**src/rtl/spi_pkg.sv**
```systemverilog
// Shared constants and helpers for the SPI data-path blocks.
package spi_pkg;

    localparam int FIFO_WIDTH_DEF = 32'sd32;
    localparam int FIFO_DEPTH_DEF = 32'sd16;

    // Ceiling log2, usable in parameter and port-width expressions.
    function automatic int clog2(input int value);
        int result;
        int v;
        result = 32'sd0;
        v = value - 32'sd1;
        while (v > 32'sd0) begin
            result = result + 32'sd1;
            v = v >>> 1;
        end
        return result;
    endfunction

endpackage

```
**src/rtl/fifo_mem_2p.sv**
```systemverilog
// Simple dual-port storage array: one write port, one registered read port.
module fifo_mem_2p
    import spi_pkg::*;
#(
    parameter int WIDTH  = FIFO_WIDTH_DEF,
    parameter int DEPTH  = FIFO_DEPTH_DEF,
    parameter int ADDR_W = clog2(DEPTH)
) (
    input  logic              clk,
    input  logic              wr_en,
    input  logic [ADDR_W-1:0] wr_addr,
    input  logic [WIDTH-1:0]  wr_data,
    input  logic              rd_en,
    input  logic [ADDR_W-1:0] rd_addr,
    output logic [WIDTH-1:0]  rd_data
);

    logic [WIDTH-1:0] mem_r [DEPTH];
    logic [WIDTH-1:0] rd_data_r;

    // Storage write port; contents are deliberately not reset.
    always_ff @(posedge clk) begin
        if (wr_en) begin
            mem_r[wr_addr] <= wr_data;
        end
    end

    // Synchronous read port: same-address write returns the old word.
    always_ff @(posedge clk) begin
        if (rd_en) begin
            rd_data_r <= mem_r[rd_addr];
        end
    end

    assign rd_data = rd_data_r;

endmodule

```
**src/rtl/fifo_sync_param.sv**
```systemverilog
// Parametrised single-clock FIFO with occupancy, thresholds, error pulses and flush.
module fifo_sync_param
    import spi_pkg::*;
#(
    parameter int WIDTH    = FIFO_WIDTH_DEF,
    parameter int DEPTH    = FIFO_DEPTH_DEF,
    parameter int AF_LEVEL = DEPTH - 32'sd2,
    parameter int AE_LEVEL = 32'sd2
) (
    input  logic                   clk,
    input  logic                   reset_n,
    input  logic                   clear,
    input  logic                   wr_en,
    input  logic [WIDTH-1:0]       din,
    input  logic                   rd_en,
    output logic [WIDTH-1:0]       dout,
    output logic                   dout_valid,
    output logic                   full,
    output logic                   empty,
    output logic                   almost_full,
    output logic                   almost_empty,
    output logic [clog2(DEPTH):0]  count,
    output logic                   overflow,
    output logic                   underflow
);

    localparam int ADDR_W = clog2(DEPTH);
    localparam int PTR_W  = ADDR_W + 32'sd1;
    localparam logic [PTR_W-1:0] DEPTH_C = PTR_W'(DEPTH);
    localparam logic [PTR_W-1:0] AF_C    = PTR_W'(AF_LEVEL);
    localparam logic [PTR_W-1:0] AE_C    = PTR_W'(AE_LEVEL);
    localparam logic [PTR_W-1:0] ONE_C   = PTR_W'(1);

    if ((DEPTH < 32'sd2) || ((DEPTH & (DEPTH - 32'sd1)) != 32'sd0)) begin : g_bad_depth
        $error("fifo_sync_param: DEPTH must be a power of two >= 2");
    end
    if ((AE_LEVEL < 32'sd0) || (AE_LEVEL >= AF_LEVEL) || (AF_LEVEL > DEPTH)) begin : g_bad_levels
        $error("fifo_sync_param: need 0 <= AE_LEVEL < AF_LEVEL <= DEPTH");
    end

    logic [PTR_W-1:0] wr_ptr_r;
    logic [PTR_W-1:0] rd_ptr_r;
    logic             dout_valid_r;
    logic             overflow_r;
    logic             underflow_r;
    logic             dout_zero_r;
    logic [PTR_W-1:0] count_s;
    logic             empty_s;
    logic             full_s;
    logic             rd_ok_s;
    logic             wr_ok_s;
    logic             mem_wr_s;
    logic             mem_rd_s;
    logic [WIDTH-1:0] mem_rd_data_s;

    assign count_s = wr_ptr_r - rd_ptr_r;
    assign empty_s = (count_s == {PTR_W{1'b0}});
    assign full_s  = (count_s == DEPTH_C);

    // Acceptance: a read can make room for a write, never the reverse.
    always_comb begin
        rd_ok_s  = 1'b0;
        wr_ok_s  = 1'b0;
        mem_wr_s = 1'b0;
        mem_rd_s = 1'b0;
        if (rd_en && !empty_s) begin
            rd_ok_s = 1'b1;
        end else begin
            rd_ok_s = 1'b0;
        end
        if (wr_en && (!full_s || rd_ok_s)) begin
            wr_ok_s = 1'b1;
        end else begin
            wr_ok_s = 1'b0;
        end
        if (clear) begin
            mem_wr_s = 1'b0;
            mem_rd_s = 1'b0;
        end else begin
            mem_wr_s = wr_ok_s;
            mem_rd_s = rd_ok_s;
        end
    end

    // Pointers, read strobe and error pulses; flush overrides any request.
    always_ff @(posedge clk or negedge reset_n) begin
        if (!reset_n) begin
            wr_ptr_r     <= {PTR_W{1'b0}};
            rd_ptr_r     <= {PTR_W{1'b0}};
            dout_valid_r <= 1'b0;
            overflow_r   <= 1'b0;
            underflow_r  <= 1'b0;
        end else if (clear) begin
            wr_ptr_r     <= {PTR_W{1'b0}};
            rd_ptr_r     <= {PTR_W{1'b0}};
            dout_valid_r <= 1'b0;
            overflow_r   <= 1'b0;
            underflow_r  <= 1'b0;
        end else begin
            if (wr_ok_s) begin
                wr_ptr_r <= wr_ptr_r + ONE_C;
            end
            if (rd_ok_s) begin
                rd_ptr_r <= rd_ptr_r + ONE_C;
            end
            dout_valid_r <= rd_ok_s;
            overflow_r   <= wr_en & ~wr_ok_s;
            underflow_r  <= rd_en & empty_s;
        end
    end

    // The array has no reset, so dout is forced to zero until the first read lands.
    always_ff @(posedge clk or negedge reset_n) begin
        if (!reset_n) begin
            dout_zero_r <= 1'b1;
        end else if (mem_rd_s) begin
            dout_zero_r <= 1'b0;
        end else begin
            dout_zero_r <= dout_zero_r;
        end
    end

    fifo_mem_2p #(
        .WIDTH  (WIDTH),
        .DEPTH  (DEPTH),
        .ADDR_W (ADDR_W)
    ) u_mem (
        .clk     (clk),
        .wr_en   (mem_wr_s),
        .wr_addr (wr_ptr_r[ADDR_W-1:0]),
        .wr_data (din),
        .rd_en   (mem_rd_s),
        .rd_addr (rd_ptr_r[ADDR_W-1:0]),
        .rd_data (mem_rd_data_s)
    );

    assign dout         = dout_zero_r ? {WIDTH{1'b0}} : mem_rd_data_s;
    assign dout_valid   = dout_valid_r;
    assign overflow     = overflow_r;
    assign underflow    = underflow_r;
    assign count        = count_s;
    assign empty        = empty_s;
    assign full         = full_s;
    assign almost_full  = (count_s >= AF_C);
    assign almost_empty = (count_s <= AE_C);

endmodule

```
**config.mk**
```make
export PLATFORM = sky130hd
export DESIGN_NAME = fifo_sync_param
export DESIGN_NICKNAME = d
export VERILOG_FILES = /design/src/rtl/spi_pkg.sv /design/src/rtl/fifo_mem_2p.sv /design/src/rtl/fifo_sync_param.sv
export SDC_FILE = /design/constraint.sdc
export NUM_CORES = 1
export LEC_CHECK = 0
export ABC_AREA = 1
export CORE_MARGIN = 1
export CORE_UTILIZATION = 35
export DETAILED_ROUTE_END_ITERATION = 6
export GPL_TIMING_DRIVEN = 0
export PLACE_DENSITY_LB_ADDON = 0.1
export SYNTH_ARGS = -nofsm -noshare
export SYNTH_HDL_FRONTEND = slang
export SYNTH_SLANG_ARGS = --single-unit
```
**constraint.sdc**
```tcl
create_clock -name clk -period 3.9 [get_ports clk]
set_input_delay 1.17 -clock clk [delete_from_list [all_inputs] [get_ports clk]]
set_output_delay 1.17 -clock clk [all_outputs]
set_load 0.01 [all_outputs]
```
# Word-level counts from Yosys, hierarchy flattened
# Memory sizes are Yosys's and may differ from the RTL's. A register that Yosys moved wholly into a read port is not among the register bits.
# Index checks and enable logic that the tools add are counted.
[word_totals]
romBits = 0
wordCells = 37
ff_bits = 14
latch_bits = 0
in_bits = 37
output_inout_bits = 44
mem_bits_rw = 512
mem_count = 1
[op_classes]
n_div = 0
n_eq_ne = 1
magnitude_cmp = 2
n_shift = 0
add_sub_neg = 3
n_mux = 13
reduce_logical = 8
bitwise_logic = 3
mul = 0
[memory_table]
columns = ["name", "words", "width", "read_ports", "rd_clocked_by_memory_dff", "wr", "line_no", "source"]
rows = [
  ["u_mem.mem_r", 16, 32, 1, 1, 1, "fifo_mem_2p.sv:18", "logic [WIDTH-1:0] mem_r [DEPTH];"],
]
[op_table]
columns = ["operator", "n"]
rows = [
  ["$mux 32", 1],
  ["$mux 5", 4],
  ["$add 5x1->5 const B", 2],
  ["$mux 1", 8],
  ["$eq 5x5->1 const B", 1],
  ["$ge 5x4->1 const B", 1],
  ["$le 5x2->1 const B", 1],
  ["$logic_not 5->1", 1],
  ["$sub 5x5->5", 1],
  ["$reduce_bool 2->1", 2],
  ["$and 1x1->1", 2],
  ["$logic_and 1x1->1", 2],
  ["$logic_not 1->1", 2],
  ["$logic_or 1x1->1", 1],
  ["$not 1->1", 1],
]

# Logic depth before layout (Yosys ltp)
# Gate-level depths: netlist of run 1.
[depth]
ltp_word = 11
ltp_mapped = 13
depth_no_buf = 12

# By module
# From an unflattened synthesis of run 1, not the netlist that was laid out.
[unflattened]
cells_unflattened = 2306
hier_area_um2 = 24339.6
[modules_own_cells]
columns = ["mod", "cells_per_inst", "n_inst", "seq_area_each_um2", "area_per_inst_um2"]
rows = [
  ["fifo_mem_2p", 2120, 1, 16335.7, 23050.9],
  ["fifo_sync_param", 186, 1, 351.6, 1288.7],
]

# Worst setup path before layout of run 1
# Ideal clock, no wire load.
[synth_path]
path_kind = "register to register"
startpoint = "register rd_ptr_r[2]"
endpoint = "memory u_mem.mem_r[10][0] (netlist name), enable pin"
path_stages_with_launch = 11
arrival_time_ps = 3426
t_required_ps = 3479
setup_ps = 421
n_path_buf = 3
setup_slack_ps = 53
synth_period_minus_slack_ps = 3847
cell_sequence = "dfrtp_1 buf_2 clkinv_1 clkbuf_1 ha_1 xnor2_2 nor2_4 nand4_4 nand3_4 buf_6 nor2_1"
[synth_between]
elab_chain_cells = 11
elab_cells_between_ends = 13
classes_between = "add/sub: 1; eq/ne: 1; mux: 5; reduce/logical: 6"
[synth_lines]
columns = ["element", "line_no", "source"]
rows = [
  ["start, declared", "fifo_sync_param.sv:42", "logic [PTR_W-1:0] rd_ptr_r;"],
  ["start signal, assigned", "fifo_sync_param.sv:89", "rd_ptr_r <= {PTR_W{1'b0}};"],
  ["start signal, assigned", "fifo_sync_param.sv:95", "rd_ptr_r <= {PTR_W{1'b0}};"],
  ["start signal, assigned", "fifo_sync_param.sv:104", "rd_ptr_r <= rd_ptr_r + ONE_C;"],
  ["$sub 5x5->5 *", "fifo_sync_param.sv:56", "assign count_s = wr_ptr_r - rd_ptr_r;"],
  ["via count[2]", "fifo_sync_param.sv:22", "output logic [clog2(DEPTH):0] count,"],
  ["$logic_not 5->1", "fifo_sync_param.sv:57", "assign empty_s = (count_s == {PTR_W{1'b0}});"],
  ["$logic_not 1->1", "fifo_sync_param.sv:66", "if (rd_en && !empty_s) begin"],
  ["$logic_and 1x1->1", "fifo_sync_param.sv:66", ""],
  ["$mux 1", "fifo_sync_param.sv:66", ""],
  ["$logic_or 1x1->1 *", "fifo_sync_param.sv:71", "if (wr_en && (!full_s || rd_ok_s)) begin"],
  ["$logic_and 1x1->1 *", "fifo_sync_param.sv:71", ""],
  ["$mux 1 *", "fifo_sync_param.sv:71", ""],
  ["$mux 1 *", "fifo_sync_param.sv:76", "if (clear) begin"],
  ["$mux 1 *", "fifo_mem_2p.sv:23", "if (wr_en) begin"],
  ["$mux 1 (implied by the code) *", "fifo_mem_2p.sv:24", "mem_r[wr_addr] <= wr_data;"],
  ["end, declared", "fifo_mem_2p.sv:18", ""],
]
# The timed path passes the listed nets; every way through them passes the cells marked *.

# Final worst setup path of run 1
[layout_path]
startpoint = "register rd_ptr_r[2]"
endpoint = "output count[2]"
[layout_between]
elab_chain_cells = 1
[layout_lines]
columns = ["element", "line_no"]
rows = [
  ["$sub 5x5->5", "fifo_sync_param.sv:56"],
  ["end, declared", "fifo_sync_param.sv:22"],
]
# Every way passes these cells.

==> results.cfg, run 1 <==
[floorplan]
start_util_pct = 35.5
die_y_um = 253
die_x_um = 253
row_count = 91
core-area_mm2 = 0.0619
pin_count = 81
die-area_mm2 = 0.0639

[layout]
fin_cells = 2696
multiInputGateArea_mm2 = 0.00478
drive_gt1_share_pct = 9.95
post-route-util_pct = 42.4
antenna_cells = 0
finalNetCount = 1861
seq_area_mm2 = 0.0167
synthToLayoutAreaGrowth_pct = 19.4
fillers = 5753

[drt]
firstDrtPassIters = 5
wl_per_cell_um = 24.5
vias = 14000
drt_iter0_markers = 1270
via_per_inst = 5.19
wl_um = 66100
remaining_drc_errors = 0
ant_nets = 0

[global_routing]
track_usage_pct = 20.8
grt_start_max_net_pins = 25
grt_pass1_vias = 13400
grt_antenna_before_repair = 2
grt_overflow = 0
grt_pass1_wl_um = 94400

[worst_setup_path]
max_stage_delay_ns = 0.61
timing.rr.start = rd_ptr_r[2]
path_depth = 6
crit_arrival_ns = 2.62
cp.required_ns = 2.73
cp_max_fo = 10
end_kind = output pin
crit_start = rd_ptr_r[2]
crit_path_start_kind = register
crit_family = buffers and inverters
r2r_slack_ns = 0.46
endpoint = count[2]
reg2regPathDepth = 14
critPathKind = reg2out
cp.buffers_inverters = 4
timing.rr.end = u_mem.mem_r[10][11]
crit_chain = buf_6, clkinv_8, clkbuf_8, ha_4, xnor2_2, clkdlybuf4s50_1
crit_slowest_cell = clkdlybuf4s50_1

[sta]
worst_pin_slew_ns = 0.936
finalSetupViolations = 0
hold_violations = 0
finClkSkew_ns = 0.0152
slew_headroom_pct = 37.6
fmax_ghz = 0.264
final.period_utilization_pct = 97.1
drv_slew = 0
rsz0062_at_grt = false
period_minus_slack_ns = 3.79

[logic_synthesis]
ys_warn_count = 0
synthCells = 1649
ys_types = 35
syn_area_mm2 = 0.0220
ys_ff_latch = 558
synth-seq-area-share_pct = 75.9
avgSynthCellArea_um2 = 13.3
synth_nets = 1696

[placed_design]
place.gp.congestion = 0.804
place.detailed.hpwl_um = 43200
placedCellCount = 2582
place.port_buffers = 79

[run]
cap_viol_max_count = 0

[min_path]
hp-class = reg2reg
hold_start = dout_zero_r

[status]
status = finished, final reports clean

[power]
pwr_density_cell_mw_per_mm2 = 620
p_leak_nw = 8.71
vdd_drop_max_mv = 0.314

[clock_tree]
cts_tree = yes
clkTransAtPathRegs_ns = 0.06
clock_path_buffers = 3
clkLatencyLatePin_ns = 0.62
numCtsBuffers = 59
ctsHoldBuffers = 0
clock_sinks = 558
h-tree-depth = 2
cts-root-buf = clkbuf_16
[cells in the final DEF (no fill, tap or decap), types with 51 or more instances in the layout]
cell             instances
nand2_1                101
o22ai_1                 71
inv_1                   51
clkbuf_1                82
nor2_1                 302
clkdlybuf4s50_1         73
o21ai_0                257
clkbuf_16               60
nand3_1                 72
edfxtp_1               544
[routing by layer]
layer  track usage [%]  up-vias  wire length, um
li1                  -     6424                -
met1              29.1     7027            29900
met2              33.4      452            30800
met3              2.89       97             3760
met4              6.30        0             1650
met5                 0        -                0
[cell usage after synthesis, drive strengths merged]
master	count	area, um^2
xor2	7	61.3
xnor2	2	25.0
nand2	104	395
nor2	320	1210
clkinv	2	7.51
nor4	2	12.5
dfrtp	13	325
clkbuf	74	280
o221ai	50	438
nand4	11	83.8
dfstp	1	26.3
nand3	74	388
nor3	1	5.00
o21ai	257	1290
fa	1	20.0
o211ai	14	105
nand3b	1	7.51
buf	35	213
a21oi	2	10.0
ha	9	113
edfxtp	544	16300
inv	54	203
o22ai	71	444
[logic make-up (layout without fill, tap and decap cells)]
kind of cell    Yosys count  in the layout  share of synthesized area (%)
flops                   558            558                           75.9
buf+inv                 165            375                           3.20
xor+xnor                  9              9                          0.393
simple gates            513            513                           9.56
fa+ha+maj                10             10                          0.603
compound gates          394            394                           10.4
[sequential cells by signal, indices dropped and copies added (netlist names)]
register / cells
u_mem.mem_r: 512
u_mem.rd_data: 32
rd_ptr_r: 5
wr_ptr_r: 5
dout_valid: 1
dout_zero_r: 1
overflow: 1
underflow: 1
[worst min path at each step]
stage                   to  slack [ns]  cells after the start
6_report       dout_zero_r        0.58                      2
5_1_grt        dout_zero_r        0.63                      2
4_1_cts        dout_zero_r        0.60                      2
3_5_place_dp   rd_ptr_r[3]        0.60                      2
3_3_place_gp   rd_ptr_r[3]        0.59                      2
2_1_floorplan  rd_ptr_r[3]        0.54                      2
[cell type report]
type	count	share of cell area, %
sequential	558	63.6
multi-input combinational	926	18.2
clock buffer	76	5.95
timing repair buffer	106	4.76
tap	837	3.99
buffer	107	2.01
inverter	56	0.867
clock inverter	30	0.677
[power breakdown]
part           internal [mW]  switching [mW]
clock network           2.87            2.30
registers               6.86          0.0539
logic                   1.31            2.89
total                   11.0            5.24
[worst register-to-register path: stages, from the launching register on]
cell      delay (ns)
dfrtp_1         0.34
buf_6           0.14
clkinv_8        0.09
clkbuf_8        0.20
ha_4            0.29
a21oi_1         0.17
nand2_1         0.07
nand2_1         0.07
nand2_2         0.09
buf_4           0.16
nand4_4         0.14
nand3_4         0.21
buf_6           0.26
nor2_4          0.62
buf_16          0.25
[metrics by stage]
step	instance area, um^2	hold slack, ns	TNS, ns	setup WS, ns	power [mW]
after floorplan	22000	0.538	0	0.0528	9.22
after global placement	23800	0.590	-1250.62	-2.68	11.2
after detailed placement	24400	0.602	-98.85	-0.571	11.2
after CTS	26200	0.598	0	0.00623	16.4
after global routing	26300	0.627	0	0.0169	17.0
final	26300	0.581	0	0.114	16.3
[what timing repair did]
action	CTS	global route
setup endpoints to repair	486	5
pin swaps	2	1
resized for setup	31	8
setup buffers	8	2
Note: power is estimated with default switching activity, not from simulation.
==> run 2, diff against run 1 <==
--- a/config.mk
+++ b/config.mk
@@ -6,8 +6,9 @@
 export NUM_CORES = 1
 export LEC_CHECK = 0
 export ABC_AREA = 1
-export CORE_MARGIN = 1
+export CORE_MARGIN = 5
 export CORE_UTILIZATION = 35
+export CTS_BUF_LIST = sky130_fd_sc_hd__clkbuf_8
 export DETAILED_ROUTE_END_ITERATION = 6
 export GPL_TIMING_DRIVEN = 0
 export PLACE_DENSITY_LB_ADDON = 0.1
==> run 2 against run 1 <==
Final cell count increased by 3.0%. Final area decreased by 0.17%. Sequential share of layout area rose by 0.11 points. Flip-flop and latch count unchanged. Global-route usage shrank 0.86 points. Fmax fell by 1.6%. Non-clock buffer count fell by 1. Clock power is 7.6% lower. Critical path type unchanged. Critical endpoint unchanged. Largest cell class unchanged.
==> results.cfg, run 2 (synthesis gave the netlist of run 1 again) <==
[status]
status = finished, final reports clean

[sta]
finClkSkew_ns = 0.0215
fmax_ghz = 0.260
drv_slew = 0
layout_setup_ws_ns = 0.0535
finalSetupViolations = 0
period_minus_slack_ns = 3.85
worst_pin_slew_ns = 1.00
slew_headroom_pct = 33.1
rsz0062_at_grt = true
hold_violations = 0
setup_tns_ns = 0
whs_ns = 0.578
final.period_utilization_pct = 98.6

[layout]
synthToLayoutAreaGrowth_pct = 19.2
largest_register_ffs = 512
largest_register = u_mem.mem_r
post-route-util_pct = 41.9
seq_area_mm2 = 0.0167
finalNetCount = 1897
fillers = 6000
drive_gt1_share_pct = 11.5
multiInputGateArea_mm2 = 0.00477
most-common-layout-cells = 544 x edfxtp_1, 302 x nor2_1, 257 x o21ai_0, 103 x clkbuf_8, 101 x nand2_1
final_common_cell = edfxtp_1

[clock_tree]
numCtsBuffers = 96
clock_path_buffers = 3
cts-root-buf = clkbuf_8
ctsHoldBuffers = 0
clkTransAtPathRegs_ns = 0.06
clkLatencyLatePin_ns = 0.67
h-tree-depth = 3
clock_sinks = 558
cts_tree = yes

[power]
pwr_density_cell_mw_per_mm2 = 607
vdd_drop_max_mv = 0.248
p_leak_nw = 8.82
finalPower_mw = 15.9

[worst_setup_path]
r2r_slack_ns = 0.49
crit_start = rd_ptr_r[2]
cp.required_ns = 2.73
timing.rr.end = u_mem.mem_r[8][11]
cp_max_fo = 10
reg2regPathDepth = 14
critPathKind = reg2out
end_kind = output pin
crit_slowest_cell = clkdlybuf4s50_1
crit_path_start_kind = register
timing.rr.start = rd_ptr_r[2]
crit_chain = buf_6, clkinv_8, clkbuf_8, ha_4, xnor2_2, clkdlybuf4s50_1
endpoint = count[2]
max_stage_delay_ns = 0.61
crit_arrival_ns = 2.68

[placed_design]
pre_cts_ws_ns = -0.617
place.detailed.hpwl_um = 44100
place.gp.congestion = 0.792
place.port_buffers = 79

[drt]
remaining_drc_errors = 0
vias = 14400
wl_per_cell_um = 24.4
via_per_inst = 5.19
firstDrtPassIters = 5
ant_nets = 0
drt_iter0_markers = 1291
wl_um = 67900

[run]
cap_viol_max_count = 0

[global_routing]
grt_overflow = 0
track_usage_pct = 19.9
grt_start_max_net_pins = 20
grt_antenna_before_repair = 2
grt_pass1_wl_um = 99000
grt_pass1_vias = 14600

[floorplan]
die_y_um = 261
row_count = 92
start_util_pct = 35.1
die_x_um = 261
core-area_mm2 = 0.0626
pin_count = 81
die-area_mm2 = 0.0680

[min_path]
hp-class = reg2reg
[run 2: timing repair]
item | 4_1_cts | 5_1_grt
pin swaps | 3 | 0
buffers inserted | 8 | 1
setup endpoints to repair | 457 | 5
gates resized for setup | 37 | 6
[run 2: final cells by class]
type	instances	area share, %
multi-input combinational	926	18.2
tap	846	4.04
clock inverter	73	1.11
antenna	3	0.0286
inverter	56	0.869
clock buffer	102	5.35
sequential	558	63.7
buffer	106	1.96
timing repair buffer	106	4.79
[run 2: how the worst min path moves through the flow]
stage	endpoint	cells past startpoint	from	slack (ns)
after global routing	dout_zero_r	2	dout_zero_r	0.61
final	dout_zero_r	2	dout_zero_r	0.58
after CTS	dout_zero_r	2	dout_zero_r	0.59
after detailed placement	rd_ptr_r[3]	2	rd_ptr_r[3]	0.58
after floorplan	rd_ptr_r[3]	2	rd_ptr_r[3]	0.54
after global placement	rd_ptr_r[3]	2	rd_ptr_r[3]	0.58
[run 2: metal layers]
metal / vias up / part of all wire, % / GRT usage (%)
met3: 85 / 5.3 / 3.32
met2: 458 / 48 / 32.5
met1: 7352 / 45 / 27.4
met4: 0 / 2.2 / 6.18
li1: 6523 / - / -
met5: - / 0 / 0
[run 2: critical path: cells and delay by family (launching register included)]
family / cells / cell delay, ns
XOR/XNOR: 1 / 0.34
buffers and inverters: 4 / 1.03
adder cells (fa/ha/maj): 1 / 0.28
flip-flops: 1 / 0.34
[run 2: power breakdown]
group / switching (mW) / internal [mW]
clock: 2.37 / 2.40
sequential: 0.0545 / 6.86
combinational: 2.92 / 1.30
[run 2: per-stage QoR]
step	cell area, um^2	cells
final	26200	2776
after global routing	26200	2775
after CTS	26200	2772
after detailed placement	24400	2592
after global placement	23800	2574
after floorplan	22000	1649
==> run 3, diff against run 2 <==
--- a/config.mk
+++ b/config.mk
@@ -11,6 +11,7 @@
 export CTS_BUF_LIST = sky130_fd_sc_hd__clkbuf_8
 export DETAILED_ROUTE_END_ITERATION = 6
 export GPL_TIMING_DRIVEN = 0
+export HOLD_SLACK_MARGIN = 0.08
 export PLACE_DENSITY_LB_ADDON = 0.1
 export SYNTH_ARGS = -nofsm -noshare
 export SYNTH_HDL_FRONTEND = slang
==> results of run 3 <==
No change in the layout: final DEF, timing and power equal those of run 2.
